File: config.mk
export PLATFORM = sky130hd
export DESIGN_NAME = rv_muldiv_unit_flat
export DESIGN_NICKNAME = d
export VERILOG_FILES = /design/src/rtl/rv_muldiv_unit_if.sv /design/src/rtl/rv_muldiv_unit.sv /design/src/flat_wrapper.sv
export SDC_FILE = /design/constraint.sdc
export NUM_CORES = 1
export LEC_CHECK = 0
export ABC_AREA = 0
export BUFFER_PORTS_ARGS = -buffer_cell sky130_fd_sc_hd__buf_4
export CELL_PAD_IN_SITES_DETAIL_PLACEMENT = 0
export CELL_PAD_IN_SITES_GLOBAL_PLACEMENT = 1
export CORE_MARGIN = 4
export CORE_UTILIZATION = 40
export DETAILED_ROUTE_END_ITERATION = 10
export PLACE_DENSITY = 0.72
export SYNTH_ARGS = -nofsm -noshare
export SYNTH_HDL_FRONTEND = slang
export SYNTH_SLANG_ARGS = --single-unit
File: constraint.sdc
create_clock -name clk -period 3.1 [get_ports clk]
set_input_delay 0.62 -clock clk [delete_from_list [all_inputs] [get_ports clk]]
set_output_delay 0.62 -clock clk [all_outputs]
set_load 0.005 [all_outputs]
File: src/rtl/rv_muldiv_unit_if.sv
// rv_muldiv_unit_if: request/response bundle of the iterative mul/div unit.
// The pipeline side is master; the unit itself is the slave.
interface rv_muldiv_unit_if #(
    parameter int XLEN = 32
);
    logic            in_valid;
    logic            in_ready;
    logic [XLEN-1:0] A;
    logic [XLEN-1:0] B;
    logic [2:0]      FUNC;
    logic            kill;
    logic            out_valid;
    logic            out_ready;
    logic [XLEN-1:0] S;
    logic            busy;

    modport master (
        output in_valid, A, B, FUNC, kill, out_ready,
        input  in_ready, out_valid, S, busy
    );

    modport slave (
        input  in_valid, A, B, FUNC, kill, out_ready,
        output in_ready, out_valid, S, busy
    );
endinterface

File: src/rtl/rv_muldiv_unit.sv
// rv_muldiv_unit: iterative RV32M multiply/divide, one radix-2 step per clock.
// Shift-add multiply and restoring divide share one 2*XLEN working register.
module rv_muldiv_unit #(
    parameter int XLEN  = 32,
    parameter int CNT_W = $clog2(XLEN) + 1
) (
    input logic             clk,
    input logic             rst_n,
    rv_muldiv_unit_if.slave bus
);

    typedef enum logic [1:0] {
        IDLE,
        CALC,
        FIX,
        DONE
    } state_t;

    localparam logic [XLEN-1:0] MIN_V = {1'b1, {(XLEN-1){1'b0}}};

    state_t            state_q;
    logic [CNT_W-1:0]  cnt_q;
    logic [2:0]        func_q;
    logic              neg_q;
    logic [2*XLEN-1:0] prod_q;
    logic [XLEN-1:0]   opb_q;
    logic [XLEN-1:0]   s_q;

    logic              sgn_a, sgn_b, neg_a, neg_b;
    logic              b_zero, ovf, special;
    logic [XLEN-1:0]   abs_a, abs_b, spec_v;

    logic [XLEN:0]     add_w, shl_w, sub_w;
    logic [XLEN-1:0]   hi_w, lo_w, rem_w, res_d;
    logic [2*XLEN-1:0] prod_d, full_w;

    // Operand magnitudes and early-out results for the accept cycle
    always_comb begin
        sgn_a   = bus.FUNC[2] ? !bus.FUNC[0] : (bus.FUNC[1:0] != 2'b11);
        sgn_b   = bus.FUNC[2] ? !bus.FUNC[0] : !bus.FUNC[1];
        neg_a   = sgn_a & bus.A[XLEN-1];
        neg_b   = sgn_b & bus.B[XLEN-1];
        abs_a   = neg_a ? -bus.A : bus.A;
        abs_b   = neg_b ? -bus.B : bus.B;
        b_zero  = (bus.B == '0);
        ovf     = !bus.FUNC[0] && (bus.A == MIN_V) && (bus.B == '1);
        special = bus.FUNC[2] && (b_zero || ovf);
        if (b_zero) begin
            spec_v = bus.FUNC[1] ? bus.A : '1;
        end else if (bus.FUNC[1]) begin
            spec_v = '0;
        end else begin
            spec_v = bus.A;
        end
    end

    // One iteration step and the final sign fix / half selection
    always_comb begin
        hi_w  = prod_q[2*XLEN-1:XLEN];
        lo_w  = prod_q[XLEN-1:0];
        add_w = {1'b0, hi_w} + (lo_w[0] ? {1'b0, opb_q} : '0);
        shl_w = {hi_w, lo_w[XLEN-1]};
        sub_w = shl_w - {1'b0, opb_q};
        if (func_q[2]) begin
            if (sub_w[XLEN]) begin
                prod_d = {shl_w[XLEN-1:0], lo_w[XLEN-2:0], 1'b0};
            end else begin
                prod_d = {sub_w[XLEN-1:0], lo_w[XLEN-2:0], 1'b1};
            end
        end else begin
            prod_d = {add_w, lo_w[XLEN-1:1]};
        end
        full_w = neg_q ? -prod_q : prod_q;
        rem_w  = neg_q ? -hi_w : hi_w;
        unique case (1'b1)
            !func_q[2] && (func_q[1:0] == 2'b00): res_d = full_w[XLEN-1:0];
            !func_q[2] && (func_q[1:0] != 2'b00): res_d = full_w[2*XLEN-1:XLEN];
            func_q[2] && !func_q[1]:              res_d = full_w[XLEN-1:0];
            default:                              res_d = rem_w;
        endcase
    end

    // Control FSM with the datapath registers it sequences
    always_ff @(posedge clk or negedge rst_n) begin
        if (!rst_n) begin
            state_q <= IDLE;
            cnt_q   <= '0;
            func_q  <= '0;
            neg_q   <= 1'b0;
            prod_q  <= '0;
            opb_q   <= '0;
            s_q     <= '0;
        end else if (bus.kill) begin
            state_q <= IDLE;
        end else begin
            unique case (state_q)
                IDLE: begin
                    if (bus.in_valid) begin
                        func_q <= bus.FUNC;
                        neg_q  <= (bus.FUNC[2] && bus.FUNC[1]) ? neg_a
                                                               : (neg_a ^ neg_b);
                        prod_q <= {{XLEN{1'b0}}, abs_a};
                        opb_q  <= abs_b;
                        cnt_q  <= '0;
                        if (special) begin
                            s_q     <= spec_v;
                            state_q <= DONE;
                        end else begin
                            state_q <= CALC;
                        end
                    end
                end
                CALC: begin
                    prod_q <= prod_d;
                    cnt_q  <= cnt_q + CNT_W'(1);
                    if (cnt_q == CNT_W'(XLEN - 1)) begin
                        state_q <= FIX;
                    end
                end
                FIX: begin
                    s_q     <= res_d;
                    state_q <= DONE;
                end
                DONE: begin
                    if (bus.out_ready) begin
                        state_q <= IDLE;
                    end
                end
                default: state_q <= IDLE;
            endcase
        end
    end

    assign bus.in_ready  = (state_q == IDLE);
    assign bus.out_valid = (state_q == DONE);
    assign bus.busy      = (state_q != IDLE);
    assign bus.S         = s_q;

endmodule

File: src/flat_wrapper.sv
// flat-port wrapper written by rule: the top's interface ports become plain ports
module rv_muldiv_unit_flat 
#(
    parameter int XLEN  = 32,
    parameter int CNT_W = $clog2(XLEN) + 1
)
  (clk, rst_n, bus_in_valid, bus_A, bus_B, bus_FUNC, bus_kill, bus_out_ready, bus_in_ready, bus_out_valid, bus_S, bus_busy);
  rv_muldiv_unit_if #(.XLEN(XLEN)) bus_i ();
  input logic clk;
  input logic rst_n;
  input wire logic [$bits(bus_i.in_valid)-1:0] bus_in_valid;
  input wire logic [$bits(bus_i.A)-1:0] bus_A;
  input wire logic [$bits(bus_i.B)-1:0] bus_B;
  input wire logic [$bits(bus_i.FUNC)-1:0] bus_FUNC;
  input wire logic [$bits(bus_i.kill)-1:0] bus_kill;
  input wire logic [$bits(bus_i.out_ready)-1:0] bus_out_ready;
  output wire logic [$bits(bus_i.in_ready)-1:0] bus_in_ready;
  output wire logic [$bits(bus_i.out_valid)-1:0] bus_out_valid;
  output wire logic [$bits(bus_i.S)-1:0] bus_S;
  output wire logic [$bits(bus_i.busy)-1:0] bus_busy;
  assign bus_i.in_valid = bus_in_valid;
  assign bus_i.A = bus_A;
  assign bus_i.B = bus_B;
  assign bus_i.FUNC = bus_FUNC;
  assign bus_i.kill = bus_kill;
  assign bus_i.out_ready = bus_out_ready;
  assign bus_in_ready = bus_i.in_ready;
  assign bus_out_valid = bus_i.out_valid;
  assign bus_S = bus_i.S;
  assign bus_busy = bus_i.busy;
  rv_muldiv_unit #(.XLEN(XLEN), .CNT_W(CNT_W)) u_core (.clk(clk), .rst_n(rst_n), .bus(bus_i));
endmodule
==> Yosys cells after proc, flatten, opt, wreduce, memory -nomap -nowiden <==
Cells that the tools add are included.
{ "classes": {"addsub": 7, "n_eq_ne": 12, "mux": 27, "n_bitwise": 4, "n_reduce_logical": 24} }
{ "op_table": {"columns": ["operator", "count"], "rows": [
  ["32-bit two-way mux", 9],
  ["64-bit two-way mux", 4],
  ["32-bit case mux with 2 select lines", 2],
  ["64-bit case mux with 2 select lines", 1],
  ["32-bit negation", 3],
  ["32-bit == test, second input constant", 2],
  ["64-bit negation", 1],
  ["32-bit by 33-bit adder with 33-bit output", 1],
  ["33-bit by 32-bit subtractor with 33-bit output", 1],
  ["32-bit logical NOT", 1],
  ["6-bit case mux with 2 select lines", 1],
  ["2-bit two-way mux", 5],
  ["3-bit AND reduction", 3],
  ["2-bit case mux with 4 select lines", 1],
  ["2-bit nonzero test", 4],
  ["1-bit logical AND", 7],
  ["6-bit by 1-bit adder with 6-bit output, second input constant", 1],
  ["6-bit by 5-bit == test with 1-bit output, second input constant", 1],
  ["6-bit two-way mux", 1],
  ["3-bit inequality test, second input constant", 2],
  ["2-bit == test, second input constant", 2],
  ["1-bit logical NOT", 4],
  ["2-bit logical NOT", 2],
  ["2-bit inequality test, second input constant", 2],
  ["10 further kinds", 13]
]} }
{ "word_totals": {"register_bits": 140, "input_bits": 72, "output_inout_bits": 35, "wordCells": 81} }

==> Longest topological paths before layout <==
{ "depth": {"ltp_word": 9, "ltp_mapped": 14, "mapped_depth_nobuf": 13} }

==> Least setup slack after synthesis <==
OpenSTA, ideal clock, no wires.
{ "synth_path": {"kind": "register -> register", "startpoint": "register u_core.prod_q[32]", "endpoint": "register u_core.prod_q[63]", "setup_time_ns": 0.122, "t_arrival_ns": 3.127, "required_ns": 2.978, "path_slack_ns": -0.148, "path_stages_with_launch": 14, "path_buffers": 2, "synth_period_minus_slack_ns": 3.248, "cell_sequence": "dfrtp_1 clkbuf_1 inv_1 fa_1 nor2b_1 o31a_1 o2111ai_1 a2111oi_2 nor2_2 mux2i_2 nor2_2 buf_4 nand3_1 a32o_1"} }
{ "synth_between": {"elab_chain_cells": 4, "word_cells_on_any_way": 5, "cone_classes": "add/sub: 2; mux: 3"} }
{ "synth_rtl": {"columns": ["item", "line", "text"], "rows": [
  ["start, declared", "rv_muldiv_unit.sv:25", "logic [2*XLEN-1:0] prod_q;"],
  ["start signal, assigned", "rv_muldiv_unit.sv:102", "prod_q <= {{XLEN{1'b0}}, abs_a};"],
  ["start signal, assigned", "rv_muldiv_unit.sv:114", "prod_q <= prod_d;"],
  ["33-bit by 32-bit subtractor with 33-bit output", "rv_muldiv_unit.sv:63", "sub_w = shl_w - {1'b0, opb_q};"],
  ["64-bit two-way mux", "rv_muldiv_unit.sv:65", "if (sub_w[XLEN]) begin"],
  ["64-bit two-way mux *", "rv_muldiv_unit.sv:64", "if (func_q[2]) begin"],
  ["64-bit case mux with 2 select lines *", "rv_muldiv_unit.sv:96", "unique case (state_q)"]
]} }
Every way passes the cells marked *; elsewhere a longest branch is shown, timed or not.
A chain may end at the register's enable or synchronous reset.

==> Final worst setup path <==
{ "layout_path": {"startpoint": "register u_core.opb_q[0]", "endpoint": "register u_core.prod_q[42]"} }
{ "layout_between": {"elab_chain_cells": 4, "word_cells_on_any_way": 6, "cone_classes": "add/sub: 2; mux: 4"} }
{ "layout_rtl": {"columns": ["item", "line", "text"], "rows": [
  ["start, declared", "rv_muldiv_unit.sv:26", "logic [XLEN-1:0] opb_q;"],
  ["start signal, assigned", "rv_muldiv_unit.sv:103", "opb_q <= abs_b;"],
  ["32-bit two-way mux or 33-bit by 32-bit subtractor with 33-bit output (tied branches)", "rv_muldiv_unit.sv:61, rv_muldiv_unit.sv:63", null],
  ["32-bit by 33-bit adder with 33-bit output or 64-bit two-way mux (tied branches)", "rv_muldiv_unit.sv:61, rv_muldiv_unit.sv:65", null],
  ["64-bit two-way mux *", "rv_muldiv_unit.sv:64", null],
  ["64-bit case mux with 2 select lines *", "rv_muldiv_unit.sv:96", null]
]} }
Marked as above.

==> results.json <==
{
  "power_leakage_nw": 8.42,
  "dp.final_hpwl_mm": 46.6,
  "synth.avg_cell_area_sq_um": 7.52,
  "root_buffer": "clkbuf_16",
  "fillCellCount": 3566,
  "hold_violations": 0,
  "violations": "setup timing",
  "drc": 0,
  "utilization_pct": 51.8,
  "grt_pass1_vias": 15300,
  "cts-buffers-inserted": 17,
  "drtAntennaViolNets": 0,
  "slowest_stage": "a2111oi_4",
  "viasPerCell": 5.92,
  "fin_hold_ws_ns": 0.147,
  "rsz0062_at_grt": "yes",
  "nets": 2383,
  "max_cap_viol_count": 0,
  "syn_to_final_growth_pct": 28.2,
  "std_cell_rows": 70,
  "grt_overflow_total": 0,
  "vdd_drop_max_mv": 0.575,
  "cts_tree": "done",
  "yosys-top-cells-count": "268 x nand2_1, 214 x o21ai_0, 162 x nor2_1",
  "ys.flop_type": "dfrtp_1",
  "antenna_found_initial": 1,
  "path_cells": "ha_4, fa_2, nor2b_4, o31a_1, o2111ai_2, a2111oi_4, nor2_4, mux2i_4, nor2_4, buf_12, mux2i_1, o221ai_1",
  "drtPass1Iterations": 6,
  "finalCritPeriodShare_pct": 104,
  "relSlewSlack_pct": 45.2,
  "grt_max_degree": 65,
  "finalWorstSetupSlack_ns": -0.113,
  "crit_buf_inv": 1,
  "synth_top_area_share_pct": 23.8,
  "finalSetupViolCount": 23,
  "synth.area.top_cells": "dfrtp_1 24%, o21ai_0 7.3%, nand2_1 6.8%, ha_1 6.3%, xnor2_1 5.6%",
  "status": "complete, but fails checks",
  "critical_path_class": "flip-flop to flip-flop",
  "timing_max_transition_violations_final": 0,
  "fmax_mhz": 311,
  "clock_skew_ns": 0.0116,
  "wl_per_cell_um": 21.9,
  "die-area_sq_mm": 0.0400,
  "initial_utilization_pct": 40.4,
  "ioPinCount": 107,
  "yosys.area.top_type": "dfrtp_1",
  "clock_sinks": 140,
  "end_kind": "flip-flop",
  "power.density_mw_per_mm2": 1140,
  "synthCells": 1961,
  "cp_max_fo": 9,
  "worstMarginPinSlew_ns": 0.813,
  "routed_wl_mm": 59.6,
  "n_antenna_cell": 0,
  "ys_seq_area_share_pct": 23.8,
  "port-buffer-count": 106,
  "critPathMaxStageDelay_ns": 0.51,
  "syn_area_sq_mm": 0.0147,
  "fin_cells": 2716,
  "coreArea_sq_mm": 0.0364,
  "insertion_delay_ns": 0.45,
  "ys_warn_count": 0,
  "vias": 16100,
  "place_ws_ns": -0.424,
  "reg2reg_from": "u_core.opb_q[0]",
  "cp.required_ns": 3.41,
  "min_path_type": "input port to async pin",
  "async_reset_ff_share_pct": 100,
  "placed_cells": 2658,
  "clk_pin_slew_ns": 0.07,
  "syn_nets": 2109,
  "yosys_register_bits": 140,
  "synth_edf_count": 0,
  "yosysUniqueCellTypes": 87,
  "critPathLaunchType": "flip-flop",
  "clock_path_buffers": 2,
  "drt-initial-drc-count": 1650,
  "gp_congestion": 0.967,
  "arrival_ns": 3.52,
  "regToRegEndpoint": "u_core.prod_q[42]",
  "die_height_um": 200,
  "cts.htree.levels": 4,
  "reg2reg_depth": 12,
  "path_common_cell": "nor2_4",
  "synthMostInstantiatedCell": "nand2_1",
  "drive_gt1_share_pct": 24.4,
  "cpLargestDelayFamily": "compound AO/OA/AOI/OAI gates",
  "gr-usage-all-layers_pct": 29.3,
  "grt_pass1_wl_mm": 90.7,
  "dieWidth_um": 200,
  "rrSetupSlack_ns": -0.11,
  "min_period_ns": 3.21
}
==> flip-flops by register name, summed over array words and instances, names as in the netlist <==
| register | cells |
|---|---|
| u_core.state_q | 2 |
| u_core.neg_q | 1 |
| u_core.func_q | 3 |
| u_core.opb_q | 32 |
| u_core.prod_q | 64 |
| u_core.bus.S | 32 |
| u_core.cnt_q | 6 |
==> layout make-up <==
| type | instances | area [sq um] | area share, % |
|---|---|---|---|
| clock buffer | 18 | 439 | 2.33 |
| multi-input combinational | 1619 | 10800 | 57.4 |
| tap | 468 | 586 | 3.10 |
| sequential | 140 | 3510 | 18.6 |
| clock inverter | 14 | 183 | 0.967 |
| inverter | 62 | 233 | 1.23 |
| timing repair buffer | 395 | 3090 | 16.4 |
==> cell families (layout without fill, tap and decap cells) <==
group                    Yosys count  in the layout  share of synthesized area [%]
AND/OR/NAND/NOR                  655            655                           21.1
AO/OA/AOI/OAI                    637            637                           27.6
buffers and inverters            202            489                           5.33
XOR/XNOR                         177            177                           10.5
flip-flops                       140            140                           23.8
adder cells (fa/ha/maj)           98             98                           8.05
multiplexers                      52             52                           3.57
==> metrics by stage <==
stage | TNS, ns | power [W] | area, sq um
4_1_cts | -1.41 | 0.0206 | 18500
5_1_grt | -5.26 | 0.0231 | 18900
3_5_place_dp | -14.88 | 0.0180 | 17700
3_3_place_gp | -13.50 | 0.0178 | 17700
2_1_floorplan | 0 | 0.0120 | 14800
6_report | -1.22 | 0.0216 | 18900
==> worst register-to-register path: stages, from the launching register on <==
cell,delay (ns)
dfrtp_2,0.45
ha_4,0.18
fa_2,0.39
nor2b_4,0.15
o31a_1,0.19
o2111ai_2,0.19
a2111oi_4,0.51
nor2_4,0.10
mux2i_4,0.23
nor2_4,0.15
buf_12,0.17
mux2i_1,0.22
o221ai_1,0.14
==> metal layers <==
layer / vias up / GRT usage, % / share of wire [%]
met5: - / 0 / 0
met4: 0 / 7.40 / 2.2
met3: 69 / 6.34 / 8.8
met2: 629 / 42.4 / 42
met1: 7736 / 44.3 / 47
li1: 7633 / - / -
==> how the worst max path moves through the flow <==
stage,start,to,depth (start not counted)
detailed placement,u_core.opb_q[0],u_core.prod_q[58],12
CTS,u_core.opb_q[0],u_core.prod_q[47],12
global route,u_core.opb_q[0],u_core.prod_q[42],12
floorplan,u_core.prod_q[0],u_core.prod_q[63],13
global placement,u_core.opb_q[0],u_core.prod_q[58],12
finish,u_core.opb_q[0],u_core.prod_q[42],12
==> cell usage in the layout (no fill, tap or decap), types with 8 or more instances in the layout <==
cell	Yosys	layout
and3_1	12	11
nand2b_1	17	16
nor2_1	162	160
nand4_1	24	24
xor2_1	82	81
clkbuf_16	0	17
buf_6	0	11
nor4_1	10	10
a21oi_1	113	109
and2_1	9	8
o221ai_1	20	20
a22oi_1	21	19
ha_1	74	67
inv_1	61	56
maj3_1	22	22
a21o_1	35	35
o21ai_0	214	193
dfrtp_1	140	133
a31oi_1	23	22
nand2_1	268	267
o21ai_1	20	35
nor3_1	34	31
nand3_1	42	39
o211ai_1	18	18
o21a_1	11	11
or3_1	13	12
o31ai_1	43	41
o21ai_2	4	10
buf_4	3	377
mux2i_1	49	46
o41ai_1	12	12
a211oi_1	17	16
or2_2	9	9
xnor2_1	95	94
==> power by group <==
group          internal [W]  switching, W  leakage [nW]  total (W)
Combinational       0.00670       0.00919          6.32     0.0159
Sequential          0.00263      0.000852          1.79    0.00348
Clock               0.00131      0.000946         0.300    0.00225
==> repair_timing <==
item | 4_1_cts | 5_1_grt
endpoints found under the hold margin | 0 | 0
pin swaps | 19 | 34
cloned | 1 | 0
endpoints found under the setup margin | 35 | 43
hold buffers | 0 | 0
gates resized for setup | 44 | 72
buffers inserted | 8 | 18
Note: power is estimated with default switching activity, not from simulation.
